--- src/rtl/seg_scan_pkg.sv ---
// Shared types and constants for the multiplexed 4-digit seven-segment scanner.
// Leading-zero blanking lives in seg_scan_ctrl and is enabled by the SEG_LZB_EN macro.
package seg_scan_pkg;

   localparam int DIGIT_CNT = 4;

   typedef enum logic [1:0] {
      ST_OFF   = 2'd0,
      ST_BLANK = 2'd1,
      ST_SHOW  = 2'd2
   } scan_state_t;

   // Segments a..g, bit0 = a; codes 10..15 blank like a 4511
   localparam logic [6:0] SEG_TABLE [16] = '{
      7'h3F, 7'h06, 7'h5B, 7'h4F, 7'h66, 7'h6D, 7'h7D, 7'h07,
      7'h7F, 7'h6F, 7'h00, 7'h00, 7'h00, 7'h00, 7'h00, 7'h00
   };

endpackage

--- src/rtl/seg_bcd_dec.sv ---
// Combinational BCD nibble to seven-segment decoder (active-high, Y[0] = a).
module seg_bcd_dec
   import seg_scan_pkg::*;
(
   input  logic [3:0] nib,
   output logic [6:0] seg
);

   assign seg = SEG_TABLE[nib];

endmodule

--- src/rtl/seg_scan_ctrl.sv ---
// Four-digit multiplexed seven-segment scan controller with frame-synchronous value update.
// Define SEG_LZB_EN to blank leading zeros on dig4..dig2.
module seg_scan_ctrl
   import seg_scan_pkg::*;
#(
   parameter int unsigned SCAN_DIV = 1000,
   parameter int unsigned DEAD_CYC = 8
) (
   input  logic        CP,
   input  logic        MR,
   input  logic        en_i,
   input  logic [15:0] val_i,
   input  logic [3:0]  dp_i,
   input  logic        load_i,
   output logic        pend_o,
   output logic [6:0]  Y,
   output logic        dig1,
   output logic        dig2,
   output logic        dig3,
   output logic        dig4,
   output logic        dp,
   output logic        frame_o
);

   // state | meaning
   // OFF   | scanning disabled, all digits dark
   // BLANK | DEAD_CYC cycles with all digits dark between slots
   // SHOW  | SCAN_DIV cycles with digit idx lit

   localparam logic [15:0] SHOW_LAST = 16'(SCAN_DIV - 1);
   localparam logic [7:0]  DEAD_LAST = 8'(DEAD_CYC - 1);
   localparam logic [1:0]  IDX_LAST  = 2'(DIGIT_CNT - 1);

   scan_state_t state;
   logic [1:0]  idx;
   logic [15:0] show_cnt;
   logic [7:0]  dead_cnt;

   logic [15:0] disp_val;
   logic [3:0]  disp_dp;
   logic [15:0] pend_val;
   logic [3:0]  pend_dp;

   logic        frame_edge;
   logic [3:0]  cur_nib;
   logic [6:0]  cur_seg;
   logic        cur_blank;
   logic [3:0]  dig_n;

   assign frame_edge = en_i && (state == ST_SHOW) && (show_cnt == 16'd0) && (idx == IDX_LAST);

   assign cur_nib = disp_val[{idx, 2'b00} +: 4];

   seg_bcd_dec u_dec (
      .nib (cur_nib),
      .seg (cur_seg)
   );

`ifdef SEG_LZB_EN
   // A digit is blanked when it and every nibble above it are zero
   always_comb begin
      cur_blank = 1'b0;
      case (idx)
         2'd3:    cur_blank = (disp_val[15:12] == 4'd0);
         2'd2:    cur_blank = (disp_val[15:8] == 8'd0);
         2'd1:    cur_blank = (disp_val[15:4] == 12'd0);
         default: cur_blank = 1'b0;
      endcase
   end
`else
   assign cur_blank = 1'b0;
`endif

   always_ff @(posedge CP or negedge MR) begin
      if (!MR) begin
         state    <= ST_OFF;
         idx      <= 2'd0;
         show_cnt <= 16'd0;
         dead_cnt <= 8'd0;
         frame_o  <= 1'b0;
         Y        <= 7'd0;
         dig_n    <= 4'hF;
         dp       <= 1'b1;
      end else begin
         frame_o <= frame_edge;

         // Outputs trail the state by one cycle and go dark one edge after en_i falls
         if (en_i && (state == ST_SHOW)) begin
            Y     <= cur_blank ? 7'd0 : cur_seg;
            dig_n <= ~(4'b0001 << idx);
            dp    <= ~disp_dp[idx];
         end else begin
            Y     <= 7'd0;
            dig_n <= 4'hF;
            dp    <= 1'b1;
         end

         if (!en_i) begin
            state    <= ST_OFF;
            idx      <= 2'd0;
            show_cnt <= 16'd0;
            dead_cnt <= 8'd0;
         end else begin
            case (state)
               ST_OFF: begin
                  state    <= ST_BLANK;
                  dead_cnt <= DEAD_LAST;
               end
               ST_BLANK: begin
                  if (dead_cnt == 8'd0) begin
                     state    <= ST_SHOW;
                     show_cnt <= SHOW_LAST;
                  end else begin
                     dead_cnt <= dead_cnt - 8'd1;
                  end
               end
               ST_SHOW: begin
                  if (show_cnt == 16'd0) begin
                     state    <= ST_BLANK;
                     idx      <= idx + 2'd1;
                     dead_cnt <= DEAD_LAST;
                  end else begin
                     show_cnt <= show_cnt - 16'd1;
                  end
               end
               default: begin
                  state <= ST_OFF;
                  idx   <= 2'd0;
               end
            endcase
         end
      end
   end

   // Pending value is held until the frame boundary so a frame never mixes two values
   always_ff @(posedge CP or negedge MR) begin
      if (!MR) begin
         disp_val <= 16'd0;
         disp_dp  <= 4'd0;
         pend_val <= 16'd0;
         pend_dp  <= 4'd0;
         pend_o   <= 1'b0;
      end else if (!en_i) begin
         if (load_i) begin
            disp_val <= val_i;
            disp_dp  <= dp_i;
         end else if (pend_o) begin
            disp_val <= pend_val;
            disp_dp  <= pend_dp;
         end
         pend_o <= 1'b0;
      end else begin
         if (frame_edge && pend_o) begin
            disp_val <= pend_val;
            disp_dp  <= pend_dp;
         end
         if (load_i) begin
            pend_val <= val_i;
            pend_dp  <= dp_i;
            pend_o   <= 1'b1;
         end else if (frame_edge) begin
            pend_o <= 1'b0;
         end
      end
   end

   assign dig1 = dig_n[0];
   assign dig2 = dig_n[1];
   assign dig3 = dig_n[2];
   assign dig4 = dig_n[3];

endmodule

--- config.mk ---
export PLATFORM = sky130hd
export DESIGN_NAME = seg_scan_ctrl
export DESIGN_NICKNAME = d
export VERILOG_FILES = /design/src/rtl/seg_scan_pkg.sv /design/src/rtl/seg_bcd_dec.sv /design/src/rtl/seg_scan_ctrl.sv
export SDC_FILE = /design/constraint.sdc
export NUM_CORES = 1
export LEC_CHECK = 0
export CAP_MARGIN = 20
export CORE_UTILIZATION = 29
export CTS_BUF_LIST = sky130_fd_sc_hd__clkbuf_4 sky130_fd_sc_hd__clkbuf_8
export CTS_CLUSTER_DIAMETER = 50
export CTS_CLUSTER_SIZE = 24
export DETAILED_ROUTE_END_ITERATION = 10
export DONT_BUFFER_PORTS = 1
export RECOVER_POWER = 25
export SLEW_MARGIN = 10
export SYNTH_ARGS = -nofsm -noshare
export SYNTH_HDL_FRONTEND = slang
export SYNTH_HIERARCHICAL = 1
export SYNTH_SLANG_ARGS = --single-unit
--- constraint.sdc ---
create_clock -name CP -period 5.4 [get_ports CP]
set_clock_uncertainty 0.1 [all_clocks]
set_input_delay 1.62 -clock CP [delete_from_list [all_inputs] [get_ports CP]]
set_output_delay 1.62 -clock CP [all_outputs]
set_load 0.005 [all_outputs]
Word level (Yosys, flattened, before mapping) --
Memory sizes are Yosys's and may differ from the RTL's. Index checks and enable logic that the tools add are counted.
Word-level totals: register bits after elaboration 82, ROM bits 112, input bits 24, logic and storage cells 84, memories 1
Operators by class: add/subtract/negate cells 3, order comparisons 2, eq/ne operators 12, shift operators 2, multiplexer cells 33, bitwise logic cells 3, reductions and logical operators 15
Memory list:
- (name not given) | words 16, width 7, read ports 1, clocked after Yosys merged registers in 0, wr ports 0, line seg_bcd_dec.sv:9 | assign seg = SEG_TABLE[nib];
Operator list (count):
- $mux W16 | 7
- $pmux W16 S2 | 1
- $mux W8 | 3
- $pmux W8 S3 | 1
- $mux W7 | 3
- $mux W4 | 5
- $logic_not A16 Y1 | 1
- $shiftx A16 B5 Y4 | 1
- $sub A16 B1 Y16 const B | 1
- $mux W2 | 5
- $ne A3 B3 Y1 const B | 3
- $logic_not A8 Y1 | 1
- $reduce_and A2 Y1 | 4
- $sub A8 B1 Y8 const B | 1
- $ne A3 B1 Y1 const B | 2
- $pmux W2 S3 | 1
- $reduce_and A3 Y1 | 2
- $ge A5 B5 Y1 const B | 1
- $mux W1 | 5
- $not A4 Y5 | 1
- $eq A2 B2 Y1 const B | 2
- $logic_and A1 B1 Y1 | 4
- $ne A4 B1 Y1 const B | 1
- $not A4 Y4 | 1
- 13 further kinds | 13

Depth between registers and ports, before layout --
word-level depth 7, gate-level depth with buffers 8, gate-level depth less buffers 7

Cells and area by module --
Netlist, hierarchy kept.
By module, submodules not included:
- seg_scan_ctrl | times used 1, cells an instance 346, area an instance 4199.0 µm², seq. area each 2058.2 µm²
- seg_bcd_dec | times used 1, cells an instance 26, area an instance 205.2 µm², seq. area each 0.0 µm²

Worst setup path after synthesis --
No wires, ideal clock.
path kind input port to flip-flop, start point input port en_i, end point register dead_cnt[1], arrival time 2.959 ns, data required time 5.175 ns, slack 2.216 ns, cell stages on the path 6, buffers on the path 2, cells stage by stage buf_4 and3b_2 clkbuf_1 a22o_2 a221oi_2 mux2_4
Between the ends: word-level cells in the longest chain between the ends 2
Ends and longest elaborated chain:
- start: declaration | line seg_scan_ctrl.sv:11 | input logic en_i,
- $ne A4 B1 Y1 (no source line), or another cell as far along
- $reduce_and A3 Y1 (no source line)
- end signal: assignment | line seg_scan_ctrl.sv:114 | dead_cnt <= dead_cnt - 8'd1;
- end: declaration | line seg_scan_ctrl.sv:37 | logic [7:0] dead_cnt;
Parallel ways exist; a longest one is shown, timed or not. A chain may end at the register's enable or synchronous reset.

Final worst setup path --
start point input port en_i, end point register disp_val[1]
Between the ends: word-level cells in the longest chain between the ends 6
Ends and longest elaborated chain:
- $logic_and A1 B1 Y1 (3 in series) | line seg_scan_ctrl.sv:50 | assign frame_edge = en_i && (state == ST_SHOW) && (show_cnt == 16'd0) && (idx == IDX_LAST);
- $logic_and A1 B1 Y1 | line seg_scan_ctrl.sv:153 | if (frame_edge && pend_o) begin
- $ne A2 B1 Y1 (no source line)
- $reduce_and A2 Y1 (no source line)
- end signal: assignment | line seg_scan_ctrl.sv:145 | disp_val <= val_i;
- end signal: assignment | line seg_scan_ctrl.sv:148 | disp_val <= pend_val;
- end signal: assignment | line seg_scan_ctrl.sv:154 | disp_val <= pend_val;
- end: declaration | line seg_scan_ctrl.sv:39 | logic [15:0] disp_val;
Parallel ways exist; a longest one is shown, timed or not.

==> flow_metrics.py <==
metrics = {
    "critical_path": {
        "slowest_stage": "o22ai_2",
        "worstReg2RegStart": "show_cnt[0]",
        "path_buf_inv": 0,
        "critPathTopFamily": "compound AO/OA/AOI/OAI gates",
        "worstPathCellList": "and3b_2 -> nand4_1 -> o22ai_2 -> mux2_2",
        "end_kind": "flop",
        "timing.rr.end": "disp_val[1]",
        "critPathRequiredTime_ns": 5.55,
        "cpPeakStageDelay_ns": 0.83,
        "r2r_setup_slack_ns": 2.35,
        "critPathMaxFanout": 20,
        "arrival_ns": 3.39,
        "critPathKind": "input pin to flop",
        "startpoint_type": "input pin",
        "rr_worst_depth": 6,
    },
    "yosys": {
        "syn_avg_cell_area_um2": 11.8,
        "synth_top_flop_cell": "dfrtp_1",
        "yosysSeqAreaShare": 0.467,
        "syn_nets": 409,
        "yosys_warnings": 6,
        "synth_edf_count": 0,
        "syn-cell-area_mm2": 0.00440,
        "yosysUniqueCellTypes": 78,
        "synthCells": 372,
        "synth_seq_cells": 82,
        "async_flop_share": 1.00,
    },
    "place": {
        "place_hpwl_mm": 6.35,
        "place.gp.congestion": 0.807,
        "portBuffers": 0,
    },
    "finish": {
        "nets": 404,
        "finalCoreUtilization": 0.324,
        "area_growth_pct": 8.18,
        "antenna_cells": 0,
        "drive_gt1_frac": 0.304,
    },
    "drt": {
        "drtIter0Drc": 154,
        "firstDrtPassIters": 9,
        "num_vias": 2892,
        "drtAntennaViolNets": 0,
        "route.detailed.drc": 3,
        "wl_per_cell_um": 16.5,
        "wl_mm": 9.16,
        "viasPerCell": 5.20,
    },
    "timing": {
        "hold_viol_final": 0,
        "rsz0062_at_grt": "no",
        "finalSetupViolCount": 0,
        "slew_violations": 0,
        "layout_min_cycle_time_ns": 3.24,
        "setup_tns_ns": 0,
        "tightest_slew_ns": 1.07,
        "relSlewSlack": 0.287,
        "period_share": 0.599,
        "fmax_ghz": 0.309,
    },
    "global_route": {
        "grt_util_all_layers": 0.126,
        "antenna_found_initial": 0,
        "grt_overflow_total": 0,
        "grt_first_pass_wirelength_mm": 15.7,
        "grt_start_max_net_pins": 83,
        "grt_pass1_vias": 3047,
    },
    "floorplanning": {
        "dieArea_mm2": 0.0157,
        "ios": 38,
        "initial_core_util": 0.300,
        "dieWidth_um": 125,
        "row_count": 44,
        "core_mm2": 0.0147,
        "fp.dieH_um": 125,
    },
    "clocking": {
        "cts_tree": "built",
        "cts_resized": 0,
        "clkLatencyLatePin_ns": 0.37,
        "cts_buffers": 9,
        "postCtsHoldBufs": 0,
        "h-tree-depth": 3,
        "clockBufferDepth": 2,
        "cts_sinks": 82,
        "post_cts_buffers": 0,
        "clk_pin_slew_worst_paths_ns": 0.08,
        "ctsRootBufferMaster": "clkbuf_8",
    },
    "min_path": {
        "min_from": "pend_val[10]",
        "hold_class": "flop to flop",
        "whs_path_depth": 1,
        "holdPathEnd": "pend_val[10]",
    },
    "power_and_ir_drop": {
        "combPwrFrac": 0.403,
        "swShare": 0.390,
        "switchingPower_w": 0.000869,
        "power_density_mw_per_mm2": 467,
        "p_leak_nw": 1.97,
        "clkPwrFrac": 0.207,
        "internal_power_w": 0.00136,
        "seqPwrFrac": 0.390,
        "vdd_drop_max_mv": 0.256,
    },
    "job": {
        "drv_cap": 0,
    },
    "run_status": {
        "status": "complete, but fails checks",
        "violations": "design-rule violations",
    },
}
sequential cells by signal (all words and copies together) (netlist names):
signal / cells
Y: 7
frame_o: 1
dead_cnt: 8
dig_n: 4
pend_val: 16
state: 2
idx: 2
pend_dp: 4
pend_o: 1
dp: 1
disp_dp: 4
disp_val: 16
show_cnt: 16
synth_stat cells, drive strengths merged (4+ instances only):
| master | count | area share |
|---|---|---|
| a21o | 4 | 0.0071 |
| clkbuf | 10 | 0.011 |
| buf | 8 | 0.013 |
| ha | 13 | 0.037 |
| nand3 | 5 | 0.0057 |
| inv | 12 | 0.010 |
| nand4 | 5 | 0.0085 |
| o22ai | 4 | 0.0071 |
| o21ai | 13 | 0.016 |
| nor3b | 4 | 0.0068 |
| a21oi | 14 | 0.017 |
| mux2 | 61 | 0.16 |
| or3 | 7 | 0.0099 |
| dfrtp | 77 | 0.44 |
| mux2i | 7 | 0.016 |
| nand2b | 8 | 0.011 |
| mux4 | 5 | 0.026 |
| nand2 | 22 | 0.019 |
| nor2 | 9 | 0.0077 |
| and4 | 4 | 0.0088 |
| nor4 | 7 | 0.013 |
| and2 | 8 | 0.011 |
| nor3 | 11 | 0.014 |
| dfstp | 5 | 0.030 |
cells by family after synthesis:
logic type	share of synthesized area
and+or+nand+nor	0.151
DFF	0.467
muxes	0.198
AOI/OAI and AO/OA	0.111
buffers and inverters	0.0341
adders and majority gates	0.0369
xor gates and xnor gates	0.00199
how the worst max path moves through the flow:
stage	startpoint	depth (start not counted)	slack (ns)	endpoint
after global placement	en_i	4	1.87	disp_val[15]
after CTS	en_i	4	2.17	disp_dp[2]
after global routing	en_i	4	2.07	disp_dp[2]
final	en_i	4	2.16	disp_val[1]
after detailed placement	en_i	4	1.79	disp_dp[2]
after floorplan	en_i	6	2.22	dead_cnt[1]
stage by stage:
step                power (W)  setup slack (ns)  hold WS [ns]  instances  area [um^2]
global route          0.00239              2.07         0.415        556         4760
floorplan             0.00160              2.22         0.375        372         4400
CTS                   0.00223              2.17         0.409        555         4750
global placement      0.00173              1.87         0.384        539         4550
detailed placement    0.00176              1.79         0.390        539         4550
finish                0.00223              2.16         0.406        556         4760
cells in the final DEF, fill, tap and decap left out, types with 3 or more instances in the layout:
cell type / count
a21o_1: 3
ha_1: 13
dfstp_2: 5
nor4_1: 6
and2_1: 7
a21oi_1: 13
clkinv_2: 3
nand2_1: 21
nor2_1: 9
nand2b_1: 8
clkbuf_8: 11
nor3b_1: 4
nand3_1: 5
mux2i_1: 7
mux4_2: 5
and4_2: 3
o21ai_0: 11
or3_1: 7
dfrtp_1: 77
nor3_1: 10
a31oi_1: 3
nand4_1: 4
mux2_2: 60
inv_1: 12
worst reg2reg max path, stage by stage, from the launching register on:
cell and delay, ns:
dfrtp_1 0.40, inv_1 0.10, ha_1 0.22, nor4b_4 0.39
nand4_2 0.39, o22ai_2 0.92, mux2_2 0.43
power by group through the flow:
stage               Clock (W)  Combinational, W  Sequential [W]
finish               0.000462          0.000897        0.000867
global route         0.000498          0.000996        0.000893
CTS                  0.000477          0.000891        0.000866
detailed placement          0          0.000887        0.000877
global placement            0          0.000860        0.000871
floorplan                   0          0.000772        0.000828
area by class of cell:
cell class | instances | area [um^2]
Tap cell | 184 | 230
Fill cell | 1443 | 9930
Multi-Input combinational cell | 260 | 2200
Clock buffer | 11 | 151
Timing Repair Buffer | 2 | 22.5
Sequential cell | 82 | 2060
Clock inverter | 5 | 52.6
Inverter | 12 | 45.0
per-layer routing:
metal  part of all wire  track usage
met5                  0            0
met4              0.016       0.0402
met3              0.050       0.0428
met2               0.47        0.202
met1               0.46        0.160
Power figures use the tool's default switching activity.
